==> config.mk <==
export PLATFORM = sky130hd
export DESIGN_NAME = uart_rx_ovs
export DESIGN_NICKNAME = d
export VERILOG_FILES = /design/src/rtl/uart_pkg.sv /design/src/rtl/uart_sync_vote.sv /design/src/rtl/uart_rx_ovs.sv
export SDC_FILE = /design/constraint.sdc
export NUM_CORES = 1
export LEC_CHECK = 0
export CORE_MARGIN = 2
export CORE_UTILIZATION = 50
export DETAILED_ROUTE_END_ITERATION = 10
export PLACE_DENSITY = 0.75
export SLEW_MARGIN = 20
export SYNTH_ARGS = -nofsm -noshare
export SYNTH_HDL_FRONTEND = slang
export SYNTH_SLANG_ARGS = --single-unit
==> constraint.sdc <==
create_clock -name clk -period 2.2 [get_ports clk]
set_clock_uncertainty 0.15 [all_clocks]
set_input_delay 0.66 -clock clk [delete_from_list [all_inputs] [get_ports clk]]
set_output_delay 0.66 -clock clk [all_outputs]
set_load 0.1 [all_outputs]
==> src/rtl/uart_pkg.sv <==
`default_nettype none
// ============================================================================
// Module  : uart_pkg
// Purpose : Shared types and constants for the oversampling UART receiver.
//           Holds the receiver FSM state enum, the parity-mode encodings,
//           the default clocks-per-bit value and a majority-vote helper.
// Ports   : none (package)
// Rev     : 1.0  initial release
// ============================================================================
package uart_pkg;

  // Receiver FSM states
  typedef enum logic [2:0] {
    ST_IDLE      = 3'd0,
    ST_START     = 3'd1,
    ST_DATA      = 3'd2,
    ST_PARITY    = 3'd3,
    ST_STOP      = 3'd4,
    ST_WAIT_HIGH = 3'd5
  } state_e;

  // Parity-mode encodings for the PARITY parameter
  localparam int PAR_NONE = 0;
  localparam int PAR_EVEN = 1;
  localparam int PAR_ODD  = 2;

  // Default clk cycles per bit
  localparam int DEF_CLK_PER_BIT = 10416;

  // 2-of-3 majority
  function automatic logic maj3(input logic a, input logic b, input logic c);
    return (a & b) | (a & c) | (b & c);
  endfunction

endpackage
`default_nettype wire

==> src/rtl/uart_sync_vote.sv <==
`default_nettype none
// ============================================================================
// Module  : uart_sync_vote
// Purpose : Brings the asynchronous serial line into the clk domain through a
//           2-flop synchronizer and produces a 3-sample majority vote. Two
//           samples are captured on the early/mid strobes; the third is the
//           live synchronized value, so the vote is valid in the cycle after
//           the mid strobe.
// Ports   : clk        - clock
//           rstn       - asynchronous active-low reset
//           rxd        - raw serial line (idle high)
//           samp_early - capture first sample this cycle
//           samp_mid   - capture second sample this cycle
//           rxd_s      - synchronized line
//           vote       - majority of early, mid and current synchronized value
// Rev     : 1.0  initial release
// ============================================================================
module uart_sync_vote
  import uart_pkg::*;
(
  input  logic clk,
  input  logic rstn,
  input  logic rxd,
  input  logic samp_early,
  input  logic samp_mid,
  output logic rxd_s,
  output logic vote
);

  logic meta_q,    meta_d;
  logic sync_q,    sync_d;
  logic s_early_q, s_early_d;
  logic s_mid_q,   s_mid_d;

  always_comb begin
    meta_d    = rxd;
    sync_d    = meta_q;
    s_early_d = samp_early ? sync_q : s_early_q;
    s_mid_d   = samp_mid   ? sync_q : s_mid_q;
  end

  // Everything resets to the idle-high line level so no false start is seen
  // when reset is released.
  always_ff @(posedge clk or negedge rstn) begin
    if (!rstn) begin
      meta_q    <= 1'b1;
      sync_q    <= 1'b1;
      s_early_q <= 1'b1;
      s_mid_q   <= 1'b1;
    end else begin
      meta_q    <= meta_d;
      sync_q    <= sync_d;
      s_early_q <= s_early_d;
      s_mid_q   <= s_mid_d;
    end
  end

  assign rxd_s = sync_q;
  assign vote  = maj3(s_early_q, s_mid_q, sync_q);

endmodule
`default_nettype wire

==> src/rtl/uart_rx_ovs.sv <==
`default_nettype none
// ============================================================================
// Module  : uart_rx_ovs
// Purpose : Oversampling UART receiver with majority-voted bit sampling,
//           optional parity, 1 or 2 stop bits, a one-word valid/ready output
//           register, overrun reporting and optional break detection.
// Config  : define UART_RX_BREAK_DET_EN to treat an all-zero frame with a
//           stop error as a break (brk pulse, no word). Without it, brk is
//           tied low and such a frame is delivered as a word with ferr=1.
// Ports   : clk     - clock
//           rstn    - asynchronous active-low reset
//           rxd     - asynchronous serial line, idle high
//           rdata   - received word (LSB first on the line)
//           rvalid  - rdata/ferr/perr hold a word
//           rready  - consumer accepts the word when rvalid && rready
//           ferr    - stop-bit error for the held word
//           perr    - parity error for the held word
//           overrun - 1-cycle pulse when a completed frame is dropped
//           brk     - 1-cycle pulse on break detect
// Rev     : 1.0  initial release
// ============================================================================
module uart_rx_ovs
  import uart_pkg::*;
#(
  parameter int CLK_PER_BIT = DEF_CLK_PER_BIT,
  parameter int DATA_BITS   = 8,
  parameter int PARITY      = PAR_NONE,
  parameter int STOP_BITS   = 1
) (
  input  logic                 clk,
  input  logic                 rstn,
  input  logic                 rxd,
  output logic [DATA_BITS-1:0] rdata,
  output logic                 rvalid,
  input  logic                 rready,
  output logic                 ferr,
  output logic                 perr,
  output logic                 overrun,
  output logic                 brk
);

  localparam int CNT_W  = $clog2(CLK_PER_BIT);
  localparam int H      = CLK_PER_BIT / 2;
  localparam int BIDX_W = 4;

  localparam logic [CNT_W-1:0]  CNT_LAST       = CNT_W'(CLK_PER_BIT - 1);
  localparam logic [CNT_W-1:0]  CNT_EARLY      = CNT_W'(H - 1);
  localparam logic [CNT_W-1:0]  CNT_MID        = CNT_W'(H);
  localparam logic [CNT_W-1:0]  CNT_VOTE       = CNT_W'(H + 1);
  localparam logic [BIDX_W-1:0] BIDX_DATA_LAST = BIDX_W'(DATA_BITS - 1);
  localparam logic [BIDX_W-1:0] BIDX_STOP_LAST = BIDX_W'(STOP_BITS - 1);
  localparam logic              PAR_INV        = (PARITY == PAR_ODD);
  localparam bit                HAS_PARITY     = (PARITY != PAR_NONE);

`ifdef UART_RX_BREAK_DET_EN
  localparam bit BRK_EN = 1'b1;
`else
  localparam bit BRK_EN = 1'b0;
`endif

  // FSM
  state_e state_q, state_d;

  // Frame datapath
  logic [CNT_W-1:0]     cnt_q,      cnt_d;
  logic [BIDX_W-1:0]    bidx_q,     bidx_d;
  logic [DATA_BITS-1:0] shreg_q,    shreg_d;
  logic                 par_bit_q,  par_bit_d;
  logic                 perr_f_q,   perr_f_d;
  logic                 stop_err_q, stop_err_d;
  logic                 stop_one_q, stop_one_d;

  // Output register
  logic [DATA_BITS-1:0] rdata_q,    rdata_d;
  logic                 rvalid_q,   rvalid_d;
  logic                 ferr_q,     ferr_d;
  logic                 perr_q,     perr_d;
  logic                 overrun_q,  overrun_d;
  logic                 brk_q,      brk_d;

  logic rxd_s;
  logic vote;
  logic vote_pt;
  logic commit;
  logic frame_ferr;
  logic all_zero;
  logic is_brk;
  logic load;

  uart_sync_vote u_sync_vote (
    .clk        (clk),
    .rstn       (rstn),
    .rxd        (rxd),
    .samp_early (cnt_q == CNT_EARLY),
    .samp_mid   (cnt_q == CNT_MID),
    .rxd_s      (rxd_s),
    .vote       (vote)
  );

  // The vote is resolved at count H+1; in IDLE/WAIT_HIGH the counter is
  // parked at 0, so this only fires inside a frame.
  assign vote_pt    = (cnt_q == CNT_VOTE);
  assign commit     = (state_q == ST_STOP) && vote_pt && (bidx_q == BIDX_STOP_LAST);
  assign frame_ferr = stop_err_q | ~vote;
  // Current vote is the final stop bit when this is evaluated at commit.
  assign all_zero   = (shreg_q == '0) && !par_bit_q && !stop_one_q && !vote;
  assign is_brk     = BRK_EN && commit && all_zero;
  assign load       = commit && !is_brk && (!rvalid_q || rready);

  // --------------------------------------------------------------------------
  // FSM state register
  // --------------------------------------------------------------------------
  always_ff @(posedge clk or negedge rstn) begin
    if (!rstn) begin
      state_q <= ST_IDLE;
    end else begin
      state_q <= state_d;
    end
  end

  // --------------------------------------------------------------------------
  // FSM next state. Transitions happen at the vote point of each bit; the
  // bit counter keeps free-running so the next bit's sample window lines up.
  // --------------------------------------------------------------------------
  always_comb begin
    state_d = state_q;
    case (state_q)
      ST_IDLE: begin
        if (!rxd_s) state_d = ST_START;
      end
      ST_START: begin
        if (vote_pt) state_d = vote ? ST_IDLE : ST_DATA;
      end
      ST_DATA: begin
        if (vote_pt && (bidx_q == BIDX_DATA_LAST)) begin
          state_d = HAS_PARITY ? ST_PARITY : ST_STOP;
        end
      end
      ST_PARITY: begin
        if (vote_pt) state_d = ST_STOP;
      end
      ST_STOP: begin
        if (commit) state_d = frame_ferr ? ST_WAIT_HIGH : ST_IDLE;
      end
      ST_WAIT_HIGH: begin
        if (rxd_s) state_d = ST_IDLE;
      end
      default: state_d = ST_IDLE;
    endcase
  end

  // --------------------------------------------------------------------------
  // FSM outputs: frame datapath and output register next values
  // --------------------------------------------------------------------------
  always_comb begin
    cnt_d      = cnt_q;
    bidx_d     = bidx_q;
    shreg_d    = shreg_q;
    par_bit_d  = par_bit_q;
    perr_f_d   = perr_f_q;
    stop_err_d = stop_err_q;
    stop_one_d = stop_one_q;

    case (state_q)
      ST_IDLE, ST_WAIT_HIGH: begin
        // Counter held at 0 so the start-detect cycle clears it.
        cnt_d      = '0;
        bidx_d     = '0;
        par_bit_d  = 1'b0;
        perr_f_d   = 1'b0;
        stop_err_d = 1'b0;
        stop_one_d = 1'b0;
      end
      default: begin
        cnt_d = (cnt_q == CNT_LAST) ? '0 : cnt_q + 1'b1;
      end
    endcase

    if (vote_pt) begin
      case (state_q)
        ST_DATA: begin
          shreg_d = {vote, shreg_q[DATA_BITS-1:1]};
          bidx_d  = (bidx_q == BIDX_DATA_LAST) ? '0 : bidx_q + 1'b1;
        end
        ST_PARITY: begin
          par_bit_d = vote;
          perr_f_d  = vote ^ (^shreg_q) ^ PAR_INV;
        end
        ST_STOP: begin
          stop_err_d = stop_err_q | ~vote;
          stop_one_d = stop_one_q | vote;
          bidx_d     = bidx_q + 1'b1;
        end
        default: ;
      endcase
    end

    rdata_d   = load ? shreg_q    : rdata_q;
    ferr_d    = load ? frame_ferr : ferr_q;
    perr_d    = load ? perr_f_q   : perr_q;
    // A commit in the same cycle as a handshake keeps rvalid set.
    if (load) begin
      rvalid_d = 1'b1;
    end else if (rvalid_q && rready) begin
      rvalid_d = 1'b0;
    end else begin
      rvalid_d = rvalid_q;
    end
    overrun_d = commit && !is_brk && rvalid_q && !rready;
    brk_d     = is_brk;
  end

  always_ff @(posedge clk or negedge rstn) begin
    if (!rstn) begin
      cnt_q      <= '0;
      bidx_q     <= '0;
      shreg_q    <= '0;
      par_bit_q  <= 1'b0;
      perr_f_q   <= 1'b0;
      stop_err_q <= 1'b0;
      stop_one_q <= 1'b0;
      rdata_q    <= '0;
      rvalid_q   <= 1'b0;
      ferr_q     <= 1'b0;
      perr_q     <= 1'b0;
      overrun_q  <= 1'b0;
      brk_q      <= 1'b0;
    end else begin
      cnt_q      <= cnt_d;
      bidx_q     <= bidx_d;
      shreg_q    <= shreg_d;
      par_bit_q  <= par_bit_d;
      perr_f_q   <= perr_f_d;
      stop_err_q <= stop_err_d;
      stop_one_q <= stop_one_d;
      rdata_q    <= rdata_d;
      rvalid_q   <= rvalid_d;
      ferr_q     <= ferr_d;
      perr_q     <= perr_d;
      overrun_q  <= overrun_d;
      brk_q      <= brk_d;
    end
  end

  assign rdata   = rdata_q;
  assign rvalid  = rvalid_q;
  assign ferr    = ferr_q;
  assign perr    = perr_q;
  assign overrun = overrun_q;
  assign brk     = brk_q;

endmodule
`default_nettype wire
# After elaboration in Yosys (flattened, before gate mapping)
# Cells that the tools add are included.
# word_totals
in_bits,4
elab_cells,81
memories,0
latch_bits,0
ram_bits,0
rom_bits,0
regBits,47
out_inout_bits,13
# op_classes
n_mul,0
bitwise_logic,8
n_addsub,2
n_lt_le_gt_ge,0
reduce_logical,17
div,0
n_eq_ne,16
muxes,23
shift,0
# ops
operator,n
$eq A14 B13 Y1 const B,3
$mux W14,2
$mux W3,7
$pmux W3 S6,1
$add A14 B1 Y14 const B,1
$eq A14 B14 Y1 const B,1
$mux W4,3
$ne A2 B2 Y1 const B,5
$mux W1,8
$pmux W4 S2,1
$reduce_xor A8 Y1,1
$logic_and A1 B1 Y1,7
$eq A3 B2 Y1 const B,2
$eq A3 B3 Y1 const B,2
$reduce_and A6 Y1,1
$add A4 B1 Y4 const B,1
$eq A4 B3 Y1 const B,1
$logic_not A4 Y1,1
$and A1 B1 Y1,3
$eq A3 B1 Y1 const B,1
$logic_not A3 Y1,1
$or A1 B1 Y1,3
$logic_not A1 Y1,2
$mux W2,1
7 further kinds,7

# Logic depth before layout (Yosys ltp)
# depth
depth_word,8
mapped_depth,8
ltp_nobuf,7

# By module
# Synthesis repeated with hierarchy kept, for this count alone.
# hier_totals
hier_cells,218
area_unflattened_um2,2403.6
# modules_own_cells
module,area_per_inst_um2,cells_per_inst,n_inst,seq_area_each_um2
uart_rx_ovs,2264.7,211,1,1076.0
uart_sync_vote,138.9,7,1,105.1

# Worst setup path before layout
# Ideal clock, no wire load.
# synth_path
path_kind,reg-to-reg
start,register cnt_q[9]
end,register bidx_q[3]
setup_ns,0.121
period_less_slack_ns,2.034
stages_incl_launch_ff,7
n_path_buf,1
t_arrival_ns,1.763
t_required_ns,1.929
slack_ns,0.166
cell_sequence,dfrtp_1 -> or2_4 -> or4_4 -> buf_6 -> nand2_2 -> nand3b_1 -> a22o_1
# synth_via
elab_chain_cells,2
# synth_lines
element,line,text
"start, declared",uart_rx_ovs.sv:65,"logic [CNT_W-1:0] cnt_q, cnt_d;"
"start signal, assigned",uart_rx_ovs.sv:229,cnt_q <= cnt_d;
$eq A14 B13 Y1,uart_rx_ovs.sv:102,assign vote_pt = (cnt_q == CNT_VOTE);
$mux W4,uart_rx_ovs.sv:179,if (vote_pt) begin
net bidx_d[3],uart_rx_ovs.sv:66,"logic [BIDX_W-1:0] bidx_q, bidx_d;"
"end signal, assigned",uart_rx_ovs.sv:230,bidx_q <= bidx_d;
"end, declared",uart_rx_ovs.sv:66,
# The timed path passes the listed nets, and every way through them passes these cells.
# A chain may end at the register's enable or synchronous reset.

# Worst setup path in the final report
# layout_path
start,register cnt_q[1]
end,register state_q[0]
# layout_via
elab_chain_cells,5
elab_cells_between_ends,9
cone_classes,eq/ne: 5; reduce/logical: 4
# layout_lines
element,line,text
$eq A14 B13 Y1 *,uart_rx_ovs.sv:102,
$logic_and A1 B1 Y1 (2 in series),uart_rx_ovs.sv:103,assign commit = (state_q == ST_STOP) && vote_pt && (bidx_q == BIDX_STOP_LAST);
$ne A2 B2 Y1 (no source line),-,
$reduce_and A6 Y1 (no source line) *,-,
"end signal, assigned",uart_rx_ovs.sv:117,state_q <= state_d;
"end, declared",uart_rx_ovs.sv:62,"state_e state_q, state_d;"
# Every way passes the cells marked *; elsewhere a longest branch is shown, timed or not.

==> flow_summary.toml <==
[floorplanning]
core-area_um2 = 4750
die_area_um2 = 5570
ios = 17
initial_core_util = 0.524
die_w_um = 74.6
std_cell_rows = 25
die_h_um = 74.6

[timing]
rsz0062_at_grt = "true"
worst_slack_ns = -0.102
fmax_mhz = 434
setup_tns_ns = -0.322
fin_crit_sh = 1.05
slew_headroom = 0.569
drv_slew = 0
finalSetupViolations = 7
tightest_slew_ns = 0.631
timing.final.hold_violations = 0
min_period_ns = 2.30

[power]
power_leakage_nw = 1.44
p_total_w = 0.00167
p_per_area_nw_per_um2 = 522
ir_drop_uv = 356

[worst_setup_path]
cp-end-kind = "flop"
cp-start-kind = "flop"
critPathMaxFanout = 5
crit_type = "flop to flop"
arrival_ns = 2.38
required_ns = 2.28

[yosys]
yosys-top-cells-count = "dfrtp_1 (43), nor2_1 (26), mux2_2 (20), nand2_1 (15), xnor2_1 (11)"
async_flop_share = 1.00
syn_area_per_cell_um2 = 10.9
synth_ff_type = "dfrtp_1"
yosys_warnings = 0
synth_top_area_share = 0.432
synth_cell_types = 58
synth-seq-cells = 47
synth_nets = 237
yosys.cell_count.top_type = "dfrtp_1"
yosys.area.top_type = "dfrtp_1"
syn_inst = 228
yosysSeqAreaShare = 0.474
synthTopCellsByArea = "dfrtp_1 (43%), mux2_2 (9.0%), dfstp_2 (4.2%)"
syn_area_um2 = 2490
synth_edf_count = 0

[flow_run]
maxCapViolCount = 0

[status]
status = "finished, violations left"
violations = "negative setup slack"

[cts]
cts_tree = "done"
cts_hold_buf = 0
numCtsBuffers = 5
clk_pin_slew_ns = 0.09
worstSkewPairLatency_ns = 0.31
htreeDepth = 2
clock-sinks = 47
clockRootBuffer = "clkbuf_8"
clk_path_buf_depth = 2

[place]
pre_cts_ws_ns = -0.0917
gp_congestion = 0.862
placed_cell_area_um2 = 2930
detailed_place_hpwl_mm = 3.28
io_buffer_count = 15

[drt]
totalWireLength_mm = 4.90
highest-signal-layer = "met4"
wl_per_cell_um = 14.6
dr.pass1.iters = 4
viasPerCell = 5.38
vias = 1801
antenna_left = 0
met1_length_mm = 2.24
route.met3.wl_um = 198
drt_iter0_drc = 111
met2_length_mm = 2.41
drc = 0

[finish]
n_antenna_cell = 0
final_nets = 276
nFillCells = 358
syn_to_final_growth_pct = 28.2
post-route-cell-area_um2 = 3200
layout-drive-gt1-share = 0.340
final_util = 0.672

[global_routing]
grt_pass1_vias = 1657
grtUsageTotal = 0.185
grt.overflow.total = 0
antenna_found_initial = 0
grt_pass1_wl_mm = 7.81
grt_max_degree = 21

[hold_path]
hp-class = "primary input to asynchronous set/reset pin"
==> power breakdown <==
group | switching (W) | internal [W] | total (W)
combinational | 0.0000247 | 0.00000643 | 0.0000312
clock | 0.000316 | 0.000453 | 0.000770
sequential | 0.00000155 | 0.000867 | 0.000868
==> final cells by class <==
cell class / instances / area [um^2] / share of cell area
multi-input cells: 161 / 1240 / 0.389
flip-flops and latches: 47 / 1180 / 0.369
clock buffers: 5 / 68.8 / 0.0215
inverters: 8 / 30.0 / 0.00939
clock inverters: 3 / 67.6 / 0.0211
repair buffers: 44 / 523 / 0.164
well taps: 67 / 83.8 / 0.0262
==> stage by stage <==
stage	std cells	hold WS, ns
global placement	319	0.196
global route	335	0.146
finish	335	0.127
CTS	327	0.133
detailed placement	319	0.199
floorplan	228	0.195
==> layout by cell type, fill, tap and decap left out, types with 4 or more instances in the layout <==
cell type / count
buf_12: 14
buf_4: 23
buf_6: 4
clkbuf_8: 5
dfrtp_1: 43
dfstp_2: 4
ha_1: 4
inv_1: 7
mux2_2: 20
nand2_1: 15
nand3_1: 5
nand4_1: 4
nor2_1: 26
nor2b_1: 5
nor3_1: 7
o21ai_0: 4
xnor2_1: 11
xor2_1: 10
==> critical path, stage by stage (launching register included) <==
cell	delay (ns)
dfrtp_1	0.42
inv_2	0.10
ha_4	0.12
nand3b_1	0.12
or4_4	0.59
buf_12	0.16
buf_6	0.11
a311o_1	0.31
o21ai_1	0.14
==> sequential cells by signal, indices dropped and copies added (netlist names) <==
| name | flops |
|---|---|
| bidx_q | 4 |
| cnt_q | 14 |
| ferr | 1 |
| overrun | 1 |
| perr | 1 |
| perr_f_q | 1 |
| rdata | 8 |
| rvalid | 1 |
| shreg_q | 8 |
| state_q | 3 |
| stop_err_q | 1 |
| u_sync_vote.meta_q | 1 |
| u_sync_vote.rxd_s | 1 |
| u_sync_vote.s_early_q | 1 |
| u_sync_vote.s_mid_q | 1 |
==> kinds of logic (layout without fill, tap and decap cells) <==
family,Yosys count,after routing,synth area share
simple gates,86,86,0.205
compound gates,27,27,0.0793
fa+ha+maj,6,6,0.0291
mux,20,20,0.0903
other cells,1,1,0.00150
buf+inv,20,60,0.0472
xor+xnor,21,21,0.0738
flops,47,47,0.474
==> path summary, 6_finish.rpt <==
kind                                    start           endpoint  slack, ns  cells after the start
max in group asynchronous                rstn         state_q[2]       1.14                      2
min in group clk           u_sync_vote.meta_q  u_sync_vote.rxd_s       0.21                      0
min reg2reg                u_sync_vote.meta_q  u_sync_vote.rxd_s       0.21                      0
max reg2reg                          cnt_q[1]         state_q[0]      -0.10                      8
min                                      rstn           rdata[7]       0.13                      1
max                                  cnt_q[1]         state_q[0]      -0.10                      8
==> routing by layer <==
metal / track usage / vias up
met4: 0.0595 / 0
met3: 0.0375 / 5
met1: 0.269 / 887
met5: 0 / -
li1: - / 874
met2: 0.281 / 35
==> timing repair <==
item	4_1_cts	5_1_grt
setup endpoints to repair	0	5
setup buffers	0	8
resized for setup	0	16
No activity file was read; power rests on OpenSTA's default activity.
